## src/rtl/loader_pkg.sv

```systemverilog
// loader_pkg: shared types and sizes for the instruction-memory boot loader.
// Holds the loader state encoding and the frame geometry constants.
package loader_pkg;

   localparam int HDR_BYTES  = 2;
   localparam int WORD_BYTES = 4;
   localparam int CNT_W      = 8 * HDR_BYTES;

   typedef enum logic [2:0] {
      S_HDR0,
      S_HDR1,
      S_DATA,
      S_CSUM,
      S_FLUSH,
      S_RUN,
      S_ERR
   } ld_state_t;

endpackage

```

## src/rtl/loader_word_asm.sv

```systemverilog
// loader_word_asm: big-endian byte-to-word assembler for the boot loader.
// word_done flags the byte that completes a word; word is valid with it.
module loader_word_asm
   import loader_pkg::*;
(
   input  logic        clock,
   input  logic        reset,
   input  logic        clear,
   input  logic        byte_en,
   input  logic [7:0]  byte_in,
   output logic        word_done,
   output logic [31:0] word
);

   localparam int CW = $clog2(WORD_BYTES);
   localparam int SW = 8 * (WORD_BYTES - 1);

   logic [CW-1:0] cnt;
   logic [SW-1:0] sh;

   always_ff @(posedge clock or posedge reset) begin
      if (reset) begin
         cnt <= '0;
         sh  <= '0;
      end else if (clear) begin
         cnt <= '0;
         sh  <= '0;
      end else if (byte_en) begin
         cnt <= cnt + CW'(1);
         sh  <= {sh[SW-9:0], byte_in};
      end
   end

   // The final byte bypasses the shifter so the word is ready on its edge.
   assign word_done = byte_en && (cnt == CW'(WORD_BYTES - 1));
   assign word      = {sh, byte_in};

endmodule

```

## src/rtl/imem_loader.sv

```systemverilog
// imem_loader: framed byte-stream boot loader for the instruction memory.
// Define IMEM_LOADER_CSUM_EN to expect a trailing XOR checksum byte.
module imem_loader
   import loader_pkg::*;
#(
   parameter int IM_AW = 10
) (
   input  logic             clock,
   input  logic             reset,
   input  logic [7:0]       rx_data,
   input  logic             rx_valid,
   output logic             rx_ready,
   input  logic             load_req,
   output logic             im_we,
   output logic [IM_AW-1:0] im_addr,
   output logic [31:0]      im_wdata,
   output logic             cpu_enable,
   output logic             busy,
   output logic             err,
   output logic [IM_AW:0]   words_loaded
);

`ifdef IMEM_LOADER_CSUM_EN
   localparam ld_state_t POST = S_CSUM;
`else
   localparam ld_state_t POST = S_FLUSH;
`endif

   ld_state_t        state;
   ld_state_t        state_nx;
   logic [CNT_W-1:0] n_q;
   logic [CNT_W-1:0] hdr_n;
   logic             accept;
   logic             restart;
   logic             oversize;
   logic             last_word;
   logic             asm_en;
   logic             word_done;
   logic [31:0]      word;
   logic             rx_ready_d;
   logic             busy_d;
   logic             cpu_d;
   logic             err_d;

   assign accept    = rx_valid && rx_ready;
   assign restart   = load_req && (state == S_RUN || state == S_ERR);
   assign asm_en    = accept && (state == S_DATA);
   assign hdr_n     = {n_q[CNT_W-1:8], rx_data};
   assign oversize  = 32'(hdr_n) > (32'd1 << IM_AW);
   assign last_word = (32'(words_loaded) + 32'd1) == 32'(n_q);

   loader_word_asm u_asm (
      .clock     (clock),
      .reset     (reset),
      .clear     (restart),
      .byte_en   (asm_en),
      .byte_in   (rx_data),
      .word_done (word_done),
      .word      (word)
   );

`ifdef IMEM_LOADER_CSUM_EN
   logic [7:0] csum;

   // Running XOR of every accepted byte before the checksum itself.
   always_ff @(posedge clock or posedge reset) begin
      if (reset)
         csum <= '0;
      else if (restart)
         csum <= '0;
      else if (accept)
         csum <= csum ^ rx_data;
   end
`endif

   always_ff @(posedge clock or posedge reset) begin
      if (reset)
         state <= S_HDR0;
      else
         state <= state_nx;
   end

   always_comb begin
      state_nx = state;
      unique case (state)
         S_HDR0:
            if (accept)
               state_nx = S_HDR1;
         S_HDR1:
            if (accept) begin
               if (oversize)
                  state_nx = S_ERR;
               else if (hdr_n == '0)
                  state_nx = POST;
               else
                  state_nx = S_DATA;
            end
         S_DATA:
            if (word_done && last_word)
               state_nx = POST;
`ifdef IMEM_LOADER_CSUM_EN
         S_CSUM:
            if (accept)
               state_nx = (rx_data == csum) ? S_RUN : S_ERR;
`endif
         S_FLUSH:
            state_nx = S_RUN;
         S_RUN, S_ERR:
            if (load_req)
               state_nx = S_HDR0;
         default:
            state_nx = S_HDR0;
      endcase
   end

   // Outputs are decoded from the next state so they register in step.
   always_comb begin
      rx_ready_d = 1'b0;
      busy_d     = 1'b1;
      cpu_d      = 1'b0;
      err_d      = 1'b0;
      unique case (state_nx)
         S_HDR0, S_HDR1, S_DATA, S_CSUM:
            rx_ready_d = 1'b1;
         S_RUN: begin
            busy_d = 1'b0;
            cpu_d  = 1'b1;
         end
         S_ERR: begin
            busy_d = 1'b0;
            err_d  = 1'b1;
         end
         default: ;
      endcase
   end

   always_ff @(posedge clock or posedge reset) begin
      if (reset) begin
         rx_ready   <= 1'b0;
         busy       <= 1'b1;
         cpu_enable <= 1'b0;
         err        <= 1'b0;
         im_we      <= 1'b0;
      end else begin
         rx_ready   <= rx_ready_d;
         busy       <= busy_d;
         cpu_enable <= cpu_d;
         err        <= err_d;
         im_we      <= word_done;
      end
   end

   always_ff @(posedge clock or posedge reset) begin
      if (reset) begin
         n_q          <= '0;
         words_loaded <= '0;
         im_addr      <= '0;
         im_wdata     <= '0;
      end else begin
         if (accept && state == S_HDR0)
            n_q[CNT_W-1:8] <= rx_data;
         if (accept && state == S_HDR1)
            n_q[7:0] <= rx_data;
         if (restart) begin
            words_loaded <= '0;
         end else if (word_done) begin
            im_addr      <= words_loaded[IM_AW-1:0];
            im_wdata     <= word;
            words_loaded <= words_loaded + (IM_AW+1)'(1);
         end
      end
   end

endmodule

```

## config.mk

```make
export PLATFORM = sky130hd
export DESIGN_NAME = imem_loader
export DESIGN_NICKNAME = d
export VERILOG_FILES = /design/src/rtl/loader_pkg.sv /design/src/rtl/loader_word_asm.sv /design/src/rtl/imem_loader.sv
export SDC_FILE = /design/constraint.sdc
export NUM_CORES = 1
export LEC_CHECK = 0
export BUFFER_PORTS_ARGS = -buffer_cell sky130_fd_sc_hd__buf_2
export CAP_MARGIN = 20
export CORE_AREA = 4 4 130 70
export DETAILED_ROUTE_END_ITERATION = 10
export DIE_AREA = 0 0 134 74
export HOLD_SLACK_MARGIN = 0.1
export PLACE_DENSITY = 0.83
export SETUP_SLACK_MARGIN = 0.02
export SKIP_CTS_REPAIR_TIMING = 1
export SLEW_MARGIN = 20
export SYNTH_ARGS = -nofsm -noshare
export SYNTH_HDL_FRONTEND = slang
export SYNTH_HIERARCHICAL = 1
export SYNTH_SLANG_ARGS = --single-unit
```

## constraint.sdc

```tcl
create_clock -name clock -period 7.35 [get_ports clock]
set_clock_uncertainty 0.1 [all_clocks]
set_input_delay 1.47 -clock clock [delete_from_list [all_inputs] [get_ports clock]]
set_output_delay 1.47 -clock clock [all_outputs]
set_load 0.02 [all_outputs]
```

==> results.py <==
metrics = {
    "logic_synthesis": {
        "synth_cell_types": 50,
        "ys.flop_type": "dfrtp_1",
        "syn-cell-area_um2": 4710,
        "synth_top_area_cell": "dfrtp_1",
        "yosysSeqAreaShare_pct": 54.8,
        "yosysWarnings": 6,
        "synth.most_common_cell": "dfrtp_1",
        "syn-num-nets": 387,
        "netlist.area_leader.share_pct": 54.2,
        "synth.avg_cell_area_um2": 12.6,
        "synthCells": 373,
        "synth_edf_count": 0,
        "netlist_top_cells_area": "dfrtp_1, mux2_2, mux2i_1",
        "synth_commonest_cells": "dfrtp_1, mux2_2, nor2_1",
        "synthArstFlopShare_pct": 100,
        "yosys_register_bits": 103,
    },
    "critical_path": {
        "startpoint_type": "input port",
        "critical_path.slowest_cell": "and2_1",
        "critPathCaptureType": "flop",
        "setup.worst_path.start": "rx_valid",
        "critPathArrivalTime_ps": 4070,
        "slowest_delay_ps": 490,
        "r2r_start": "state[1]$_DFF_PP0_",
        "cp.buffers_inverters": 2,
        "cp_data_required_time_ps": 7480,
        "path_delay_family": "simple AND/OR/NAND/NOR gates",
        "cp_max_fo": 27,
        "critPathKind": "input port to flop",
        "crit_chain": "buf_2 -> nand2_1 -> nor3_2 -> buf_4 -> and2_1 -> or2b_1 -> or4_4 -> a211oi_2 -> o2111a_1 -> o211ai_2 -> o21a_1",
    },
    "clocking": {
        "numCtsBuffers": 9,
        "numClockSinks": 103,
        "cts_max_level": 3,
        "cts_tree": "built",
        "clk_pin_slew_ps": 70,
        "cts_root_buf": "clkbuf_16",
        "max-clock-path-buffers": 2,
        "clock_latency_ps": 340,
    },
    "layout": {
        "nFillCells": 580,
        "finalNonFillerCells": 541,
        "syn2layout_area_growth_pct": 11.7,
        "multiInputGateArea_um2": 1880,
        "nets": 439,
        "seqCellArea_um2": 2580,
        "drive_gt1_share_pct": 37.1,
        "antenna_cells": 0,
    },
    "drt": {
        "post_drt_wl_per_cell_um": 16.6,
        "ant_nets": 0,
        "drc": 0,
        "via_per_inst": 5.48,
        "firstDrtPassIters": 4,
        "finalWirelength_um": 8980,
        "num_vias": 2967,
        "drt_iter0_drc": 181,
    },
    "floorplanning": {
        "io-pin-count": 70,
        "core_area_um2": 7860,
        "die_h_um": 74,
        "initial_core_util_pct": 59.9,
        "rows": 23,
        "fp.dieW_um": 134,
        "die_area_um2": 9920,
    },
    "sta": {
        "rsz0062_at_grt": "false",
        "setup_viol": 0,
        "post-route-period-util_pct": 53.6,
        "setup-tns-final_ps": 0,
        "slew_headroom_pct": 34.8,
        "maxSlewViolCount": 0,
        "clock.fmax_mhz": 254,
        "min_period_ps": 3940,
        "hold_viol_final": 0,
        "tightest_slew_ps": 977,
    },
    "grt": {
        "grt_antenna_before_repair": 0,
        "grt_overflow": 0,
        "grt_pass1_wl_um": 15200,
        "grtUsageTotal_pct": 19.8,
        "grt_max_degree": 78,
        "grt_pass1_vias": 2907,
    },
    "placed_design": {
        "dp.cells": 526,
        "io_buffers": 69,
        "hpwl_um": 6040,
        "gp_congestion": 0.820,
    },
    "power": {
        "power.density_nw_per_um2": 293,
        "irDropWorstVdd_mv": 0.171,
        "power.leakage_nw": 2.60,
    },
    "outcome": {
        "outcome": "complete, no violations",
    },
    "job": {
        "cap_violations": 0,
    },
    "worst_hold_path": {
        "min_from": "im_addr[9]$_DFFE_PP0P_",
        "hold_path_class": "flop to flop",
    },
}
==> cell usage in the layout (no fill, tap or decap), types with 2 or more instances in the layout <==
master	n
a21oi_1	5
buf_2	69
buf_4	4
clkbuf_16	9
clkinvlp_4	2
dfrtp_1	102
ha_1	2
mux2_2	58
mux2i_1	29
nand2_1	9
nand2b_1	3
nand3_1	8
nand4_1	5
nand4b_1	2
nor2_1	42
nor2_2	2
nor3_1	7
nor3b_1	3
nor4_1	3
o211ai_1	2
o21a_1	3
o21ai_0	5
or3_1	3
or4_4	2
xnor2_1	14
xor2_1	8
==> stage by stage <==
| stage | power [W] | hold slack (ps) | area (µm²) | util (%) | worst slack (ps) |
|---|---|---|---|---|---|
| 2_1_floorplan | 0.00104 | 380 | 4710 | - | 3510 |
| 5_1_grt | 0.00163 | 421 | 5260 | 67.0 | 3240 |
| 3_5_place_dp | 0.00111 | 388 | 4990 | 63.5 | 3060 |
| 3_3_place_gp | 0.00110 | 382 | 4990 | 63.5 | 3130 |
| 6_report | 0.00154 | 400 | 5260 | 67.0 | 3410 |
| 4_1_cts | 0.00156 | 403 | 5260 | 67.0 | 3420 |
==> final timing paths <==
check	depth (start not counted)	slack [ps]	end
max	11	3410	rx_ready$_DFF_PP0_
min	1	400	im_addr[9]$_DFFE_PP0P_
max reg2reg	10	3930	rx_ready$_DFF_PP0_
min reg2reg	1	400	im_addr[9]$_DFFE_PP0P_
max in group asynchronous	3	5190	err$_DFF_PP0_
min in group asynchronous	2	1130	u_asm/sh[20]$_DFFE_PP0P_
==> flip-flops by register name (all words and copies together), names as in the netlist <==
register / flops
busy: 1
u_asm/sh: 24
err: 1
im_we: 1
cpu_enable: 1
rx_ready: 1
state: 3
u_asm/cnt: 2
im_addr: 10
im_wdata: 32
words_loaded: 11
n_q: 16
==> kinds of logic after synthesis <==
family / after synthesis / synth area share [%]
DFF: 103 / 54.8
and+or+nand+nor: 98 / 10.6
muxes: 87 / 20.0
buffers and inverters: 35 / 5.69
AOI/OAI and AO/OA: 25 / 3.69
xor gates and xnor gates: 23 / 4.68
adders and majority gates: 2 / 0.531
==> layout make-up <==
| class | count | area share, % |
|---|---|---|
| Timing Repair Buffer | 73 | 7.14 |
| Clock buffer | 10 | 4.35 |
| Clock inverter | 5 | 0.833 |
| Multi-Input combinational cell | 235 | 35.8 |
| Tap cell | 112 | 2.66 |
| Sequential cell | 103 | 49.0 |
| Inverter | 3 | 0.238 |
==> worst reg2reg max path, cell delays in order, from the launching register on <==
cell      delay [ps]
dfrtp_1          490
or2b_2           380
nor3_2           120
buf_4            410
and2_1           500
or2b_1           270
or4_4            410
a211oi_2         150
o2111a_1         210
o211ai_2         100
o21a_1           180
==> where the power goes <==
| part | internal, W | switching (W) | leakage (nW) | total [W] |
|---|---|---|---|---|
| registers | 0.000676 | 0.000105 | 1.39 | 0.000781 |
| logic | 0.000158 | 0.000165 | 1.09 | 0.000322 |
| clock network | 0.000232 | 0.000208 | 0.127 | 0.000440 |
==> layer usage <==
metal  track usage (%)  up-vias  wire [µm]  part of all wire [%]
met2              30.6       72       4170                    46
li1                  -     1392          -                     -
met3              6.96        8        442                   4.9
met1              27.5     1495       4280                    48
met4              5.02        0         93                   1.0
met5                 0        -          0                     0
Power figures use the tool's default switching activity.
